## src/rtl/seg7_scan_driver.sv

```systemverilog
// Multiplexed 7-segment scanner: NUM_DIGITS BCD digits, active-low seg/an,
// dead cycle per slot, leading-zero suppression, blanking, load strobe/ack.
// Ports: clk, rst_n, load, bcd_in, lzs, blank -> load_ack, seg[6:0], an.
// Codes 10..15 show hex letters when SEG7_HEX_DECODE_EN is defined,
// and a dash otherwise.
module seg7_scan_driver #(
  parameter int NUM_DIGITS = 4,
  parameter int PRESCALE   = 50000
) (
  input  logic                    clk,
  input  logic                    rst_n,
  input  logic                    load,
  input  logic [4*NUM_DIGITS-1:0] bcd_in,
  input  logic                    lzs,
  input  logic                    blank,
  output logic                    load_ack,
  output logic [6:0]              seg,
  output logic [NUM_DIGITS-1:0]   an
);

  localparam int CW   = $clog2(PRESCALE);
  localparam int IDXW = (NUM_DIGITS > 1) ? $clog2(NUM_DIGITS) : 1;

  logic [CW-1:0]           cnt;
  logic [IDXW-1:0]         idx;
  logic                    started;
  logic [4*NUM_DIGITS-1:0] shadow;

  logic                    tick;
  logic [NUM_DIGITS:0]     lz;
  logic [3:0]              cur;
  logic                    supp;
  logic [6:0]              seg_nxt;
  logic [NUM_DIGITS-1:0]   an_nxt;

  function automatic logic [6:0] dec(input logic [3:0] d);
    logic [6:0] s;
    case (d)
      4'd0:    s = 7'b0001000;
      4'd1:    s = 7'b1101101;
      4'd2:    s = 7'b0100010;
      4'd3:    s = 7'b0100100;
      4'd4:    s = 7'b1000101;
      4'd5:    s = 7'b0010100;
      4'd6:    s = 7'b0010000;
      4'd7:    s = 7'b0101101;
      4'd8:    s = 7'b0000000;
      4'd9:    s = 7'b0000100;
`ifdef SEG7_HEX_DECODE_EN
      4'd10:   s = 7'b0000001;
      4'd11:   s = 7'b1010000;
      4'd12:   s = 7'b0011010;
      4'd13:   s = 7'b1100000;
      4'd14:   s = 7'b0010010;
      default: s = 7'b0010011;
`else
      default: s = 7'b1110111;
`endif
    endcase
    return s;
  endfunction

  assign tick = (cnt == CW'(PRESCALE - 1));

  // lz[k]: digit k and every digit above it are code 0
  always_comb begin
    lz = '0;
    lz[NUM_DIGITS] = 1'b1;
    for (int k = NUM_DIGITS - 1; k >= 0; k--)
      lz[k] = lz[k+1] && (shadow[4*k +: 4] == 4'd0);
  end

  always_comb begin
    cur    = '0;
    supp   = 1'b0;
    an_nxt = '1;
    for (int k = 0; k < NUM_DIGITS; k++) begin
      if (idx == IDXW'(k)) begin
        cur       = shadow[4*k +: 4];
        supp      = lzs && lz[k] && (k != 0);
        an_nxt[k] = 1'b0;
      end
    end
    seg_nxt = supp ? 7'h7f : dec(cur);
    // dead cycle after each tick, dark before the first tick and when blanked
    if (blank || tick || !started) begin
      seg_nxt = 7'h7f;
      an_nxt  = '1;
    end
  end

  always_ff @(posedge clk or negedge rst_n) begin
    if (!rst_n) begin
      cnt      <= '0;
      idx      <= '0;
      started  <= 1'b0;
      shadow   <= '0;
      seg      <= 7'h7f;
      an       <= '1;
      load_ack <= 1'b0;
    end else begin
      cnt      <= tick ? '0 : cnt + 1'b1;
      load_ack <= load;
      seg      <= seg_nxt;
      an       <= an_nxt;
      if (load)
        shadow <= bcd_in;
      if (tick) begin
        started <= 1'b1;
        if (idx == IDXW'(NUM_DIGITS - 1))
          idx <= '0;
        else
          idx <= idx + 1'b1;
      end
    end
  end

endmodule

```

## config.mk

```make
export PLATFORM = sky130hd
export DESIGN_NAME = seg7_scan_driver
export DESIGN_NICKNAME = d
export VERILOG_FILES = /design/src/rtl/seg7_scan_driver.sv
export SDC_FILE = /design/constraint.sdc
export NUM_CORES = 1
export LEC_CHECK = 0
export ABC_AREA = 1
export BUFFER_PORTS_ARGS = -buffer_cell sky130_fd_sc_hd__buf_2
export CORE_ASPECT_RATIO = 0.75
export CORE_UTILIZATION = 50
export CTS_BUF_LIST = sky130_fd_sc_hd__clkbuf_8
export CTS_CLUSTER_SIZE = 14
export DETAILED_ROUTE_END_ITERATION = 6
export GPL_ROUTABILITY_DRIVEN = 0
export GPL_TIMING_DRIVEN = 1
export PLACE_DENSITY = 0.74
export SLEW_MARGIN = 10
export SYNTH_ARGS = -nofsm -noshare
export SYNTH_HDL_FRONTEND = slang
export SYNTH_SLANG_ARGS = --single-unit
```

## constraint.sdc

```tcl
create_clock -name clk -period 2.1 [get_ports clk]
set_input_delay 0.105 -clock clk [delete_from_list [all_inputs] [get_ports clk]]
set_output_delay 0.105 -clock clk [all_outputs]
set_load 0.01 [all_outputs]
```

After elaboration in Yosys (flattened, before gate mapping)
Memory sizes are Yosys's and may differ from the RTL's.
Cells that the tools add are included.

storage, ports and cells
  register bits = 47
  memory bits (read-only) = 112
  bits of input ports = 21
  output and inout bits = 12
  logic and storage cells = 42
  memories kept = 1

cells by class
  add/subtract/negate cells = 2
  eq/ne operators = 4
  multiplexer cells = 16
  reductions and logical operators = 12

memories
  name              words  width  rd ports  clocked after memory_dff  wr ports  RTL line  RTL
  (name not given)  16     7      1         0                         0         38        case (d)

operators with widths
  cell                   number
  $mux 4                 5
  $add 16x1->16 const B  1
  $eq 16x16->1 const B   1
  $mux 16                1
  $mux 7                 2
  $logic_not 4->1        3
  $mux 1                 7
  $logic_and 1x1->1      5
  $eq 2x2->1 const B     2
  $add 2x1->2 const B    1
  $eq 2x1->1 const B     1
  $logic_not 2->1        1
  $logic_or 1x1->1       2
  $mux 2                 1
  $logic_not 1->1        1

Depth between registers and ports, before layout
  depth in word-level cells = 9
  mapped depth = 13
  gate-level depth less buffers = 13

Worst setup path after synthesis
No wires, ideal clock.

  path kind = flip-flop to flip-flop
  start = reg idx[0]
  end = reg seg[0]
  library setup time = 0.060 ns
  arrival = 1.644 ns
  data required time = 2.040 ns
  slack = 0.396 ns
  stages on the path, launching flop included = 14
  path buffers = 1
  clock period less this slack = 1.704 ns
  cell sequence = dfrtp_1 -> inv_1 -> ha_1 -> buf_6 -> a21oi_1 -> nand2_2 -> nand2_1 -> nand2_1 -> ha_1 -> inv_1 -> nand2_1 -> nand2_1 -> nand2_1 -> nand2_1

between the ends
  word-level cells in the longest chain between the ends = 8
  elaborated cells between the ends (all ways) = 14
  those cells by class = eq/ne (3); mux (9); reduce/logical (1); memory (1)

RTL lines
  what                    RTL line  RTL
  from (decl)             25        logic [IDXW-1:0] idx;
  from (signal assigned)  113       idx <= idx + 1'b1;
  $logic_not 2->1         78        if (idx == IDXW'(k)) begin
  $mux 4 (4 in series)    78
  $mem_v2 16x7            -
  $mux 7 (*)              84        seg_nxt = supp ? 7'h7f : dec(cur);
  $mux 7 (*)              86        if (blank || tick || !started) begin
  net seg_nxt[0]          33        logic [6:0] seg_nxt;
  to (signal assigned)    104       seg <= seg_nxt;
  to (decl)               17        output logic [6:0] seg,

The timed path passes the listed nets; every way through them passes the cells marked *.
A chain may end at the register's enable or synchronous reset.

Final worst setup path
Same ends and word-level chain as after synthesis.

==> results.py <==
metrics = {
    "outcome": {
        "status": "complete, no violations",
    },
    "detailed_routing": {
        "via_count": 1871,
        "drt-total-wl_um": 4720,
        "ant_nets": 0,
        "wl_per_cell_um": 12.7,
        "via_per_inst": 5.02,
        "dr.first_iter.drc_count": 107,
        "dr.pass1.iters": 4,
        "drc": 0,
    },
    "synthesis": {
        "synth_flop_cell": "dfrtp_1",
        "syn_inst": 279,
        "ys_ff_latch": 47,
        "synth_edf_count": 0,
        "ys_types": 35,
        "synth_nets": 306,
        "synthTopCellsByArea": "dfrtp_1 37%, dfstp_2 12%, nand2_1 11%",
        "yosysTopAreaCellShare_pct": 36.5,
        "synthesis.area_um2": 2460,
        "synth_common_cells": "75 x nand2_1, 36 x dfrtp_1, 26 x inv_1",
        "postSynthAreaPerCell_um2": 8.83,
        "yosysWarnings": 0,
        "async_reset_ff_share_pct": 100,
        "synth_largest_area_cell": "dfrtp_1",
        "yosysSeqAreaShare_pct": 48.3,
        "yosysMostFrequentCell": "nand2_1",
    },
    "pwr": {
        "leakage_nw": 1.36,
        "switching_share_pct": 23.0,
        "p_switching_mw": 0.403,
        "intPower_mw": 1.35,
        "total_power_mw": 1.75,
        "p_clk_share_pct": 36.0,
        "power_frac_comb_pct": 9.4,
        "seqPwrFrac_pct": 54.6,
        "ir_worst_vdd_v": 0.000438,
        "powerDensity_nw_per_um2": 627,
    },
    "layout": {
        "finalNetCount": 342,
        "multi_input_area_um2": 1100,
        "regArea_um2": 1190,
        "drive_gt1_share_pct": 31.3,
        "num_antenna_cells": 0,
        "fillers": 413,
        "final_core_util_pct": 60.7,
        "areaGrowthSynthToFinish_pct": 13.1,
    },
    "worst_setup_path": {
        "slowest_stage": "dfrtp_1",
        "end_kind": "register",
        "cp_slowest_stage_delay_ns": 0.38,
        "crit_chain": "inv_1 > ha_1 > a21oi_1 > nand2_2 > nand2_1 > nand2_1 > ha_1 > inv_1 > nand2_1 > nand2_1 > nand2_1 > nand2_1",
        "critPathKind": "register to register",
        "critPathMostFrequentCell": "nand2_1",
        "rr_startpoint": "idx[0]",
        "cp_max_fo": 9,
        "critical_path_arrival_ns": 2.12,
        "r2r-end": "seg[0]",
        "crit_path_start_kind": "register",
        "critPathRequiredTime_ns": 2.34,
        "reg2reg_depth": 12,
        "reg2reg_slack_ns": 0.22,
    },
    "cts": {
        "clkLatencyLatePin_ns": 0.29,
        "cts_buffers": 5,
        "cts_root_buffer": "clkbuf_8",
        "cts_tree": "built",
        "cts_max_level": 2,
        "path_clk_slew_ns": 0.08,
        "cts_buffer_depth": 2,
        "clkSinkCount": 47,
    },
    "sta": {
        "slew_headroom_pct": 62.1,
        "layout_setup_ws_ns": 0.218,
        "fmax_mhz": 531,
        "layout_min_cycle_time_ns": 1.88,
        "setup_violations": 0,
        "fin_skew_ns": 0.00522,
        "finalSetupTns_ns": 0,
        "period_share_pct": 89.6,
        "worst_slew_pin_slew_ns": 0.568,
        "drv_slew": 0,
        "rsz0062_at_grt": "no",
        "hold_viol": 0,
    },
    "floorplan": {
        "coreArea_um2": 4600,
        "die_h_um": 62.8,
        "fp.dieArea_um2": 5220,
        "start_util_pct": 53.6,
        "die_w_um": 83.1,
        "std_cell_rows": 21,
        "ios": 33,
    },
    "place": {
        "pre_cts_ws_ns": 0.238,
        "place_hpwl_um": 3540,
        "portBuffers": 32,
    },
    "grt": {
        "grt.total_usage_pct": 21.1,
        "antenna_found_initial": 0,
        "grt_pass1_vias": 1966,
        "grt_max_degree": 48,
        "grt_pass1_wl_um": 8800,
        "gr-total-overflow": 0,
    },
    "min_path": {
        "min_to": "shadow[6]",
        "whs_path_depth": 3,
        "hp-start": "bcd_in[6]",
        "hp-class": "primary input to register",
    },
    "run": {
        "drv_cap": 0,
    },
}
[how the worst max path moves through the flow]
stage	from	endpoint
2_1_floorplan	idx[0]	seg[0]
3_3_place_gp	idx[0]	seg[0]
3_5_place_dp	idx[0]	seg[0]
4_1_cts	idx[0]	seg[0]
5_1_grt	idx[1]	seg[0]
6_report	idx[0]	seg[0]
[cell type report]
type                            count  share of cell area [%]
Sequential cell                    47                    42.7
Multi-Input combinational cell    190                    39.5
Timing Repair Buffer               34                    6.37
Inverter                           37                    5.07
Tap cell                           57                    2.56
Clock buffer                        5                    2.47
Clock inverter                      3                    1.35
[cells in the final DEF, fill, tap and decap left out, types with 3 or more instances in the layout]
| cell | instances |
|---|---|
| ha_1 | 6 |
| nand4_1 | 6 |
| nand2_2 | 8 |
| dfstp_2 | 11 |
| a21oi_1 | 11 |
| nand3_1 | 12 |
| a21oi_2 | 3 |
| nand2_1 | 75 |
| nor2_1 | 16 |
| mux2_2 | 7 |
| nor2_2 | 3 |
| clkbuf_8 | 5 |
| dfrtp_1 | 36 |
| buf_2 | 32 |
| nor3_1 | 4 |
| xor2_1 | 7 |
| nand3_2 | 6 |
| inv_1 | 28 |
| nor3_2 | 3 |
| inv_2 | 9 |
| o21ai_0 | 10 |
[power groups by stage]
| stage | sequential [mW] | clock (mW) | combinational, mW |
|---|---|---|---|
| 2_1_floorplan | 0.965 | 0 | 0.106 |
| 3_3_place_gp | 0.972 | 0 | 0.161 |
| 3_5_place_dp | 0.972 | 0 | 0.164 |
| 4_1_cts | 0.955 | 0.643 | 0.166 |
| 5_1_grt | 0.959 | 0.694 | 0.192 |
| 6_report | 0.955 | 0.629 | 0.165 |
[state kept, by name (all words and copies together), names as in the netlist]
name / count
load_ack: 1
seg: 7
started: 1
idx: 2
an: 4
cnt: 16
shadow: 16
[per-stage QoR]
step	instances	instance area (um^2)	hold WS [ns]
floorplan	279	2460	-0.191
global placement	364	2670	0.224
detailed placement	364	2670	0.223
CTS	373	2790	0.00905
global route	373	2790	0.0207
finish	373	2790	0.0122
[per-layer routing]
metal | vias to the layer above | global-route usage (%) | routed length [um]
li1 | 954 | - | -
met1 | 853 | 31.6 | 2480
met2 | 55 | 29.2 | 1910
met3 | 9 | 5.68 | 278
met4 | 0 | 6.90 | 46
met5 | - | 0 | 0
[cells by family (layout without fill, tap and decap cells)]
kind of cell | Yosys count | count (layout) | synth area share, %
adder cells (fa/ha/maj) | 6 | 6 | 3.05
buffers and inverters | 42 | 79 | 7.00
AND/OR/NAND/NOR | 137 | 137 | 27.1
XOR/XNOR | 8 | 8 | 2.84
AO/OA/AOI/OAI | 32 | 32 | 8.53
multiplexers | 7 | 7 | 3.20
flip-flops | 47 | 47 | 48.3
[what timing repair did]
item | in CTS | in global routing
hold buffers | 1 | 0
hold endpoints to repair | 36 | 0
setup buffers | 0 | 0
gates resized for setup | 0 | 0
[worst max-delay path: cells and delay by family (launching register included)]
kind	cells	cell delay (ns)
DFF	1	0.38
buffers and inverters	2	0.16
adders and majority gates	2	0.64
AOI/OAI and AO/OA	1	0.19
and+or+nand+nor	7	0.46
No activity file was read; power rests on OpenSTA's default activity.
